`config.mk`:
```
export PLATFORM = sky130hd
export DESIGN_NAME = dataclk_reprog_ctrl_flat
export DESIGN_NICKNAME = d
export VERILOG_FILES = /design/src/rtl/dataclk_reprog_ctrl_pkg.sv /design/src/rtl/dataclk_reprog_ctrl_if.sv /design/src/rtl/dataclk_reprog_ctrl_sync.sv /design/src/rtl/dataclk_reprog_ctrl.sv /design/src/flat_wrapper.sv
export SDC_FILE = /design/constraint.sdc
export NUM_CORES = 1
export LEC_CHECK = 0
export CAP_MARGIN = 15
export CORE_MARGIN = 2
export CORE_UTILIZATION = 45
export DETAILED_ROUTE_END_ITERATION = 8
export PLACE_DENSITY = 0.81
export SLEW_MARGIN = 20
export SYNTH_ARGS = -nofsm -noshare
export SYNTH_HDL_FRONTEND = slang
export SYNTH_SLANG_ARGS = --single-unit
```
`constraint.sdc`:
```
create_clock -name bus_clk -period 4.03 [get_ports bus_clk]
set_input_delay 0.403 -clock bus_clk [delete_from_list [all_inputs] [get_ports bus_clk]]
set_output_delay 0.403 -clock bus_clk [all_outputs]
set_load 0.05 [all_outputs]
```
`src/rtl/dataclk_reprog_ctrl_pkg.sv`:
```
// Shared types and constants for the data-clock reprogramming sequencer.
// Holds the FSM state enum, the PLL field widths, the reset defaults and
// the request validity check.
package dataclk_pkg;
  localparam int O_W     = 8;
  localparam int D_W     = 4;
  localparam int M_W     = 7;
  localparam int TIMER_W = 21;

  localparam logic [O_W-1:0] DEF_O = 8'd10;
  localparam logic [D_W-1:0] DEF_D = 4'd1;
  localparam logic [M_W-1:0] DEF_M = 7'd42;
  localparam logic [M_W-1:0] MIN_M = 7'd2;

  typedef enum logic [2:0] {
    S_IDLE,
    S_DRAIN,
    S_LOAD,
    S_TRIG,
    S_WAIT_LOCK,
    S_ERROR
  } state_t;

  typedef struct packed {
    logic [O_W-1:0] o;
    logic [D_W-1:0] d;
    logic [M_W-1:0] m;
  } pll_cfg_t;

  // A divider of zero or a multiplier below MIN_M would put the PLL out of range.
  function automatic logic cfg_valid(pll_cfg_t c);
    return (c.o != '0) && (c.d != '0) && (c.m >= MIN_M);
  endfunction
endpackage

```
`src/rtl/dataclk_reprog_ctrl_if.sv`:
```
// Control-register request bus plus clock_generator program/ready/locked
// handshake, bundled as one interface.
//   master : the sequencer (receives cfg_* and PLL status, drives dataclk_* and trigger)
//   slave  : register decode + clock_generator side
interface dataclk_reprog_ctrl_if;
  import dataclk_pkg::*;
  logic           cfg_wr;
  logic [O_W-1:0] cfg_O;
  logic [D_W-1:0] cfg_D;
  logic [M_W-1:0] cfg_M;
  logic           PLL_prog_done;
  logic           dataclk_locked;
  logic [O_W-1:0] dataclk_O;
  logic [D_W-1:0] dataclk_D;
  logic [M_W-1:0] dataclk_M;
  logic           PLL_prog_trigger;

  modport master (
    input  cfg_wr, cfg_O, cfg_D, cfg_M, PLL_prog_done, dataclk_locked,
    output dataclk_O, dataclk_D, dataclk_M, PLL_prog_trigger
  );
  modport slave (
    output cfg_wr, cfg_O, cfg_D, cfg_M, PLL_prog_done, dataclk_locked,
    input  dataclk_O, dataclk_D, dataclk_M, PLL_prog_trigger
  );
endinterface

```
`src/rtl/dataclk_reprog_ctrl_sync.sv`:
```
// Multi-flop single-bit synchroniser with async active-low reset (clears to 0).
//   clk, rst_n : destination clock / reset
//   d          : asynchronous input
//   q          : synchronised output, STAGES cycles later
module sync_bit #(
  parameter int STAGES = 2
) (
  input  logic clk,
  input  logic rst_n,
  input  logic d,
  output logic q
);
  logic [STAGES-1:0] ff;

  always_ff @(posedge clk or negedge rst_n) begin
    if (!rst_n) begin
      ff <= '0;
    end else begin
      ff[0] <= d;
      for (int i = 1; i < STAGES; i++) ff[i] <= ff[i-1];
    end
  end

  assign q = ff[STAGES-1];
endmodule

```
`src/rtl/dataclk_reprog_ctrl.sv`:
```
// Run-time SPI data-clock reprogramming sequencer (bus_clk domain).
// Captures a new O/D/M request, drains SPI acquisition, loads the new
// settings, pulses the clock_generator program trigger, waits for
// ready & locked under a timeout, then re-enables acquisition.
//   bus_clk, reset_n : clock, async active-low reset
//   pll              : request bus + clock_generator handshake (master side)
//   spi_run_req      : host run bit
//   spi_running      : SPI_4x busy flag (async, synchronised here)
//   spi_enable       : registered SPI start gate
//   busy             : sequence in progress (not IDLE / ERROR)
//   cfg_err, lock_err, lock_lost : sticky status, cleared only by reset
//   reprog_count     : completed reprograms, wrapping
module dataclk_reprog_ctrl
  import dataclk_pkg::*;
#(
  parameter logic [O_W-1:0] DEF_O       = dataclk_pkg::DEF_O,
  parameter logic [D_W-1:0] DEF_D       = dataclk_pkg::DEF_D,
  parameter logic [M_W-1:0] DEF_M       = dataclk_pkg::DEF_M,
  parameter int             MIN_WAIT    = 16,
  parameter int             TIMEOUT     = 1048576,
  parameter int             SYNC_STAGES = 2
) (
  input  logic                  bus_clk,
  input  logic                  reset_n,
  dataclk_reprog_ctrl_if.master pll,
  input  logic                  spi_run_req,
  input  logic                  spi_running,
  output logic                  spi_enable,
  output logic                  busy,
  output logic                  cfg_err,
  output logic                  lock_err,
  output logic                  lock_lost,
  output logic [7:0]            reprog_count
);
  localparam logic [TIMER_W-1:0] TO_LAST = TIMER_W'(TIMEOUT - 1);
  localparam logic [TIMER_W-1:0] MW      = TIMER_W'(MIN_WAIT);
  localparam pll_cfg_t           DEF_CFG = '{o: DEF_O, d: DEF_D, m: DEF_M};

  state_t             state;
  pll_cfg_t           req, shadow, cur;
  logic               pending, trig, locked_q;
  logic               running_s, done_s, locked_s;
  logic [TIMER_W-1:0] timer;

  sync_bit #(.STAGES(SYNC_STAGES)) u_sync_run  (.clk(bus_clk), .rst_n(reset_n), .d(spi_running),        .q(running_s));
  sync_bit #(.STAGES(SYNC_STAGES)) u_sync_done (.clk(bus_clk), .rst_n(reset_n), .d(pll.PLL_prog_done),  .q(done_s));
  sync_bit #(.STAGES(SYNC_STAGES)) u_sync_lock (.clk(bus_clk), .rst_n(reset_n), .d(pll.dataclk_locked), .q(locked_s));

  assign req = '{o: pll.cfg_O, d: pll.cfg_D, m: pll.cfg_M};

  always_ff @(posedge bus_clk or negedge reset_n) begin
    if (!reset_n) begin
      state        <= S_IDLE;
      pending      <= 1'b0;
      shadow       <= DEF_CFG;
      cur          <= DEF_CFG;
      timer        <= '0;
      trig         <= 1'b0;
      locked_q     <= 1'b0;
      spi_enable   <= 1'b0;
      cfg_err      <= 1'b0;
      lock_err     <= 1'b0;
      lock_lost    <= 1'b0;
      reprog_count <= '0;
    end else begin
      trig       <= 1'b0;
      locked_q   <= locked_s;
      spi_enable <= spi_run_req & (state == S_IDLE) & locked_s;
      if (timer != '1) timer <= timer + 1'b1;
      if (pll.cfg_wr && !cfg_valid(req)) cfg_err <= 1'b1;
      if (state == S_IDLE && locked_q && !locked_s) lock_lost <= 1'b1;

      case (state)
        // ERROR leaves only through a fresh valid request, same as IDLE.
        S_IDLE, S_ERROR: if (pending) begin
          state   <= S_DRAIN;
          pending <= 1'b0;
          timer   <= '0;
        end
        S_DRAIN: begin
          if (!running_s) state <= S_LOAD;
          else if (timer == TO_LAST) begin
            state    <= S_ERROR;
            lock_err <= 1'b1;
          end
        end
        S_LOAD: begin
          cur   <= shadow;
          trig  <= 1'b1;
          state <= S_TRIG;
        end
        S_TRIG: begin
          timer <= '0;
          state <= S_WAIT_LOCK;
        end
        // Ready/locked are stale for the first MIN_WAIT cycles after the trigger.
        S_WAIT_LOCK: begin
          if (timer >= MW && done_s && locked_s) begin
            reprog_count <= reprog_count + 1'b1;
            state        <= S_IDLE;
          end else if (timer == TO_LAST) begin
            state    <= S_ERROR;
            lock_err <= 1'b1;
          end
        end
        default: state <= S_IDLE;
      endcase

      // Placed after the FSM so a write in the consume cycle keeps pending set.
      if (pll.cfg_wr && cfg_valid(req)) begin
        shadow  <= req;
        pending <= 1'b1;
      end
    end
  end

  assign busy                 = (state != S_IDLE) && (state != S_ERROR);
  assign pll.dataclk_O        = cur.o;
  assign pll.dataclk_D        = cur.d;
  assign pll.dataclk_M        = cur.m;
  assign pll.PLL_prog_trigger = trig;
endmodule

```
`src/flat_wrapper.sv`:
```
// flat-port wrapper written by rule: the top's interface ports become plain ports
module dataclk_reprog_ctrl_flat import dataclk_pkg::*;
#(
  parameter logic [O_W-1:0] DEF_O       = dataclk_pkg::DEF_O,
  parameter logic [D_W-1:0] DEF_D       = dataclk_pkg::DEF_D,
  parameter logic [M_W-1:0] DEF_M       = dataclk_pkg::DEF_M,
  parameter int             MIN_WAIT    = 16,
  parameter int             TIMEOUT     = 1048576,
  parameter int             SYNC_STAGES = 2
)
  (bus_clk, reset_n, spi_run_req, spi_running, spi_enable, busy, cfg_err, lock_err, lock_lost, reprog_count, pll_cfg_wr, pll_cfg_O, pll_cfg_D, pll_cfg_M, pll_PLL_prog_done, pll_dataclk_locked, pll_dataclk_O, pll_dataclk_D, pll_dataclk_M, pll_PLL_prog_trigger);
  dataclk_reprog_ctrl_if pll_i ();
  input  logic bus_clk;
  input  logic reset_n;
  input  logic spi_run_req;
  input  logic spi_running;
  output logic spi_enable;
  output logic busy;
  output logic cfg_err;
  output logic lock_err;
  output logic lock_lost;
  output logic [7:0] reprog_count;
  input wire logic [$bits(pll_i.cfg_wr)-1:0] pll_cfg_wr;
  input wire logic [$bits(pll_i.cfg_O)-1:0] pll_cfg_O;
  input wire logic [$bits(pll_i.cfg_D)-1:0] pll_cfg_D;
  input wire logic [$bits(pll_i.cfg_M)-1:0] pll_cfg_M;
  input wire logic [$bits(pll_i.PLL_prog_done)-1:0] pll_PLL_prog_done;
  input wire logic [$bits(pll_i.dataclk_locked)-1:0] pll_dataclk_locked;
  output wire logic [$bits(pll_i.dataclk_O)-1:0] pll_dataclk_O;
  output wire logic [$bits(pll_i.dataclk_D)-1:0] pll_dataclk_D;
  output wire logic [$bits(pll_i.dataclk_M)-1:0] pll_dataclk_M;
  output wire logic [$bits(pll_i.PLL_prog_trigger)-1:0] pll_PLL_prog_trigger;
  assign pll_i.cfg_wr = pll_cfg_wr;
  assign pll_i.cfg_O = pll_cfg_O;
  assign pll_i.cfg_D = pll_cfg_D;
  assign pll_i.cfg_M = pll_cfg_M;
  assign pll_i.PLL_prog_done = pll_PLL_prog_done;
  assign pll_i.dataclk_locked = pll_dataclk_locked;
  assign pll_dataclk_O = pll_i.dataclk_O;
  assign pll_dataclk_D = pll_i.dataclk_D;
  assign pll_dataclk_M = pll_i.dataclk_M;
  assign pll_PLL_prog_trigger = pll_i.PLL_prog_trigger;
  dataclk_reprog_ctrl #(.DEF_O(DEF_O), .DEF_D(DEF_D), .DEF_M(DEF_M), .MIN_WAIT(MIN_WAIT), .TIMEOUT(TIMEOUT), .SYNC_STAGES(SYNC_STAGES)) u_core (.bus_clk(bus_clk), .reset_n(reset_n), .pll(pll_i), .spi_run_req(spi_run_req), .spi_running(spi_running), .spi_enable(spi_enable), .busy(busy), .cfg_err(cfg_err), .lock_err(lock_err), .lock_lost(lock_lost), .reprog_count(reprog_count));
endmodule
```
# == Word level (Yosys, flattened, before mapping) ==
# Index checks and enable logic that the tools add are counted.
# op_classes
add_sub_neg,2
n_lt_le_gt_ge,2
eq_ne,11
mux,15
bitwise_logic,2
reduce_logical,20
# ops
operator,n
$mux W21,2
$pmux W21 S2,1
$add A21 B1 Y21 const B,1
$eq A21 B20 Y1 const B,1
$ge A21 B5 Y1 const B,1
$ne A21 B21 Y1 const B,1
$pmux W3 S5,1
$mux W3,4
$logic_and A1 B1 Y1,9
$add A8 B1 Y8 const B,1
$reduce_bool A8 Y1,1
$ge A7 B2 Y1 const B,1
$eq A3 B2 Y1 const B,2
$eq A3 B3 Y1 const B,2
$mux W1,6
$ne A2 B2 Y1 const B,2
$reduce_bool A2 Y1,2
$reduce_bool A4 Y1,1
$eq A3 B1 Y1 const B,1
$logic_not A3 Y1,1
$ne A3 B3 Y1 const B,1
$reduce_and A3 Y1,1
$reduce_bool A3 Y1,1
$and A1 B1 Y1,2
5 further kinds,6
# totals
regBits,83
in_bits,26
out_inout_bits,33
word_cells,71

# == Depth between registers and ports, before layout ==
# depth
ltp_word,5
ltp_mapped,7
ltp_nobuf,5

# == Hierarchy ==
# From an unflattened synthesis, not the netlist that was laid out.
# hier_totals
cells_unflattened,297
area_unflattened_um2,3614.7
# by_module_without_submodules
mod,n_inst,cells_per_inst,area_each_um2,seq_area_each_um2
dataclk_reprog_ctrl,1,291,3464.6,1941.9
sync_bit,3,2,50.0,50.0

# == Worst setup path after synthesis ==
# OpenSTA, ideal clock, no wires.
# synth_timing
path_kind,register to register
start,reg u_core.timer[0]
end,reg u_core.timer[13]
setup_time_ns,0.078
arrival_time_ns,1.789
required_time_ns,3.952
slack_ns,2.163
path_stages_with_launch,7
n_path_buf,1
period_less_slack_ns,1.867
path_cell_list,dfrtp_1 -> ha_1 -> and4_1 -> and4_1 -> buf_2 -> or4_1 -> a21oi_1
# synth_via
elab_chain_cells,4
word_cells_on_any_way,5
classes_between,1 x add/sub; 1 x eq/ne; 3 x mux
# synth_lines
item,line_no,text
from (decl),dataclk_reprog_ctrl.sv:43,logic [TIMER_W-1:0] timer;
from (signal assigned),dataclk_reprog_ctrl.sv:69,if (timer != '1) timer <= timer + 1'b1;
$add A21 B1 Y21 / $ne A21 B21 Y1 (equally long branches),dataclk_reprog_ctrl.sv:69,
$mux W21 *,dataclk_reprog_ctrl.sv:69,
$mux W21,dataclk_reprog_ctrl.sv:75,"S_IDLE, S_ERROR: if (pending) begin"
$pmux W21 S2 *,dataclk_reprog_ctrl.sv:73,case (state)
# Every way passes the cells marked *; elsewhere a longest branch is shown, timed or not.
# A chain may end at the register's enable or synchronous reset.

# == Final worst setup path ==
# layout_timing
start,reg u_core.state[0]
end,out busy
# layout_via
elab_chain_cells,2
word_cells_on_any_way,3
classes_between,1 x eq/ne; 2 x reduce/logical
# layout_lines
item,line_no,text
from (decl),dataclk_reprog_ctrl.sv:39,state_t state;
from (signal assigned),dataclk_reprog_ctrl.sv:53,state <= S_IDLE;
from (signal assigned),dataclk_reprog_ctrl.sv:76,state <= S_DRAIN;
from (signal assigned),dataclk_reprog_ctrl.sv:81,if (!running_s) state <= S_LOAD;
$ne A3 B3 Y1 / $reduce_bool A3 Y1 (equally long branches),dataclk_reprog_ctrl.sv:117,assign busy = (state != S_IDLE) && (state != S_ERROR);
$logic_and A1 B1 Y1 *,dataclk_reprog_ctrl.sv:117,
to (decl),flat_wrapper.sv:18,output logic busy;
# Marks and branches as above.

==> qor.yml <==
run_status:
  outcome: "finished, final reports clean"
cts:
  cts_made_buffers: 9
  cts.root.buffer_cell: "sky130_fd_sc_hd__clkbuf_8"
  cts.repair.resized: 0
  max-clock-path-buffers: 2
  tritoncts_num_sinks: 83
  cts_tree: "yes"
  holdBufCountCts: 0
  postCtsSetupBuffers: 0
  clock_insertion_delay_worst_skew_ns: 0.35
  cts.htree.levels: 3
  register_clock_pin_slew_on_the_reported_worst_setup_and_hold_paths_ns: 0.09
run:
  max-cap-violations: 0
global_route:
  grt_pass1_wl_um: 13100
  globalRouteTotalUtil_pct: 18.3
  overflow: 0
  via_count_of_the_first_global_routing_pass: 2773
  grt_antenna_before_repair: 0
  grt_start_max_net_pins: 84
cells_and_area:
  antenna-diode-count: 0
  post_route_cells_drive_above_1_share_pct: 19.0
  final_nets: 414
  area_delta_synth_final_pct: 22.5
  fin_area_um2: 4640
synth:
  synth_seq_area_share_pct: 55.3
  yosys_most_used_dff: "sky130_fd_sc_hd__dfrtp_1"
  netlist_top_cells_area: "sky130_fd_sc_hd__dfrtp_1 47%, sky130_fd_sc_hd__mux2_2 12%, sky130_fd_sc_hd__dfstp_2 8.3%, sky130_fd_sc_hd__mux2i_1 2.9%, sky130_fd_sc_hd__a21oi_1 2.5%"
  yosys_warnings: 0
  post_synth.cell_area_avg_um2: 11.5
  synth_common_cells: "71 x sky130_fd_sc_hd__dfrtp_1, 39 x sky130_fd_sc_hd__mux2_2, 24 x sky130_fd_sc_hd__nand2_1, 19 x sky130_fd_sc_hd__a21oi_1"
  synth_area_um2: 3780
  syn_nets: 359
  flops_latches_synth: 83
  netlist-cell-type-count: 41
  netlist.top_cell.by_area: "sky130_fd_sc_hd__dfrtp_1"
  syn-instance-count: 330
  yosysMostFrequentCell: "sky130_fd_sc_hd__dfrtp_1"
  synth-async-reset-ratio_pct: 100
  yosys.area.top_type_share_pct: 46.9
  edff_count_synth: 0
floorplan:
  die_x_um: 95.7
  num_rows: 33
  effective_utilization_at_floorplan_pct: 46.3
  die_height_um: 95.7
  core_area_um2: 8180
  ioPinCount: 59
  full_die_area_um2: 9160
setup_path:
  r2r_cells: 5
  crit_path_end_kind: "output port"
  cp_max_fo: 10
  path_class: "flip-flop to output port"
  cp_data_arrival_time_ns: 2.12
  worst_ep_required_time_ns: 3.63
  setup.worst_path.start_class: "flip-flop"
pwr:
  leakagePower_nw: 1.89
  cellPowerDensity_nw_per_um2: 627
  design_power_total_mw: 2.91
  vdd.ir_drop.worst_mv: 0.409
placed_design:
  rd_place_congestion: 0.847
  io_buffer_count: 58
  dp_worst_setup_slack_ns: 1.44
  placement.cell_area_um2: 4450
  hpwlAfterDp_um: 5190
sta:
  grt_setup_unrepaired: "false"
  totalNegativeSetupSlack_ns: 0
  setup-violations-final: 0
  finalMaxSlewViolations: 0
  worst_clock_skew_ns: 0.00990
  min_period_ns: 2.52
  final-hold-violation-count: 0
  worst_slew_margin_rel_pct: 39.6
  finalCritPeriodShare_pct: 62.5
  worstMarginPinSlew_ns: 0.904
  finalWorstSetupSlack_ns: 1.51
  timing.fmax_mhz: 397
route:
  ant_nets: 0
  vias_per_cell: 5.67
  routed_wirelength_um: 7560
  detail_route.first_pass.iterations: 5
  wl_per_cell_um: 15.3
  vias: 2809
  first_iter_violations: 213
  route.detailed.drc: 0
worst_hold_path:
  holdCritPathClass: "input port to asynchronous set/reset pin"
[cell families after synthesis]
family                   after synthesis  share of synthesized area [%]
AND/OR/NAND/NOR                      105                           15.1
flip-flops                            83                           55.3
AO/OA/AOI/OAI                         53                           9.12
multiplexers                          50                           14.5
buffers and inverters                 28                           3.11
XOR/XNOR                               8                           1.85
adder cells (fa/ha/maj)                3                          0.992
[report_power, final]
group,internal [mW],total [mW],switching [mW]
registers,1.03,1.16,0.135
logic,0.447,1.18,0.735
clock network,0.261,0.563,0.302
total,1.73,2.91,1.17
[metal layers]
layer	part of all wire [%]	GRT usage, %	vias up
li1	-	-	1315
met5	0	0	-
met1	44	24.2	1414
met2	49	29.3	73
met4	1.1	6.43	0
met3	5.6	5.01	7
[worst max-delay path, cell delays in order, from the launching register on]
cell                              delay, ns
sky130_fd_sc_hd__dfrtp_1               0.51
sky130_fd_sc_hd__xnor2_1               0.20
sky130_fd_sc_hd__and2_1                0.21
sky130_fd_sc_hd__inv_1                 0.06
sky130_fd_sc_hd__clkdlybuf4s50_1       0.79
[final timing paths]
kind	from	endpoint	slack, ns
worst max register to register	u_core.timer[1]	u_core.timer[19]	1.91
worst min-delay path	reset_n	u_core.reprog_count[5]	0.08
min in group bus_clk	u_core.u_sync_done.ff[0]	u_core.u_sync_done.ff[1]	0.35
max in group asynchronous	reset_n	u_core.state[2]	3.44
worst min register to register	u_core.u_sync_done.ff[0]	u_core.u_sync_done.ff[1]	0.35
worst max-delay path	u_core.state[0]	busy	1.51
[through the flow]
step / hold slack (ns) / util [%] / cells
floorplan: 0.107 / - / 330
detailed placement: 0.336 / 54.4 / 479
CTS: 0.248 / 56.7 / 495
finish: 0.0789 / 56.7 / 495
global placement: 0.333 / 54.4 / 479
global route: 0.131 / 56.7 / 495
[area by class of cell]
cell class	instances	area, um2
Sequential cell	83	2090
Tap cell	105	131
Inverter	11	41.3
Multi-Input combinational cell	219	1580
Clock buffer	12	155
Timing Repair Buffer	61	604
Clock inverter	4	32.5
Fill cell	697	3540
[state kept, by name (all words and copies together) (netlist names), 2 cells and up]
signal and cells:
u_core.pll.dataclk_O 8, u_core.u_sync_lock.ff 2, u_core.reprog_count 8, u_core.timer 21, u_core.pll.dataclk_M 7, u_core.shadow 19
u_core.pll.dataclk_D 4, u_core.u_sync_done.ff 2, u_core.state 3, u_core.u_sync_run.ff 2
[placed cells by master, fill, tap and decap left out, types with 5 or more instances in the layout]
cell                              Yosys  final
sky130_fd_sc_hd__mux2i_1             11     11
sky130_fd_sc_hd__nand4_1              5      5
sky130_fd_sc_hd__nor4_1              10     10
sky130_fd_sc_hd__dfrtp_1             71     71
sky130_fd_sc_hd__nand2b_1            11     11
sky130_fd_sc_hd__nand3_1             12     12
sky130_fd_sc_hd__nand2_1             24     24
sky130_fd_sc_hd__and3_1               6      6
sky130_fd_sc_hd__a211oi_1             6      6
sky130_fd_sc_hd__and2_1               5      5
sky130_fd_sc_hd__nor2_1               8      8
sky130_fd_sc_hd__o31ai_1              5      5
sky130_fd_sc_hd__clkbuf_8             0     11
sky130_fd_sc_hd__mux2_2              39     39
sky130_fd_sc_hd__nor3_1              10      9
sky130_fd_sc_hd__xnor2_1              8      8
sky130_fd_sc_hd__clkdlybuf4s50_1      0     57
sky130_fd_sc_hd__o21ai_0              6      6
sky130_fd_sc_hd__inv_1               11     11
sky130_fd_sc_hd__dfstp_2             12     12
sky130_fd_sc_hd__a21oi_1             19     19
Note: power is estimated with default switching activity, not from simulation.
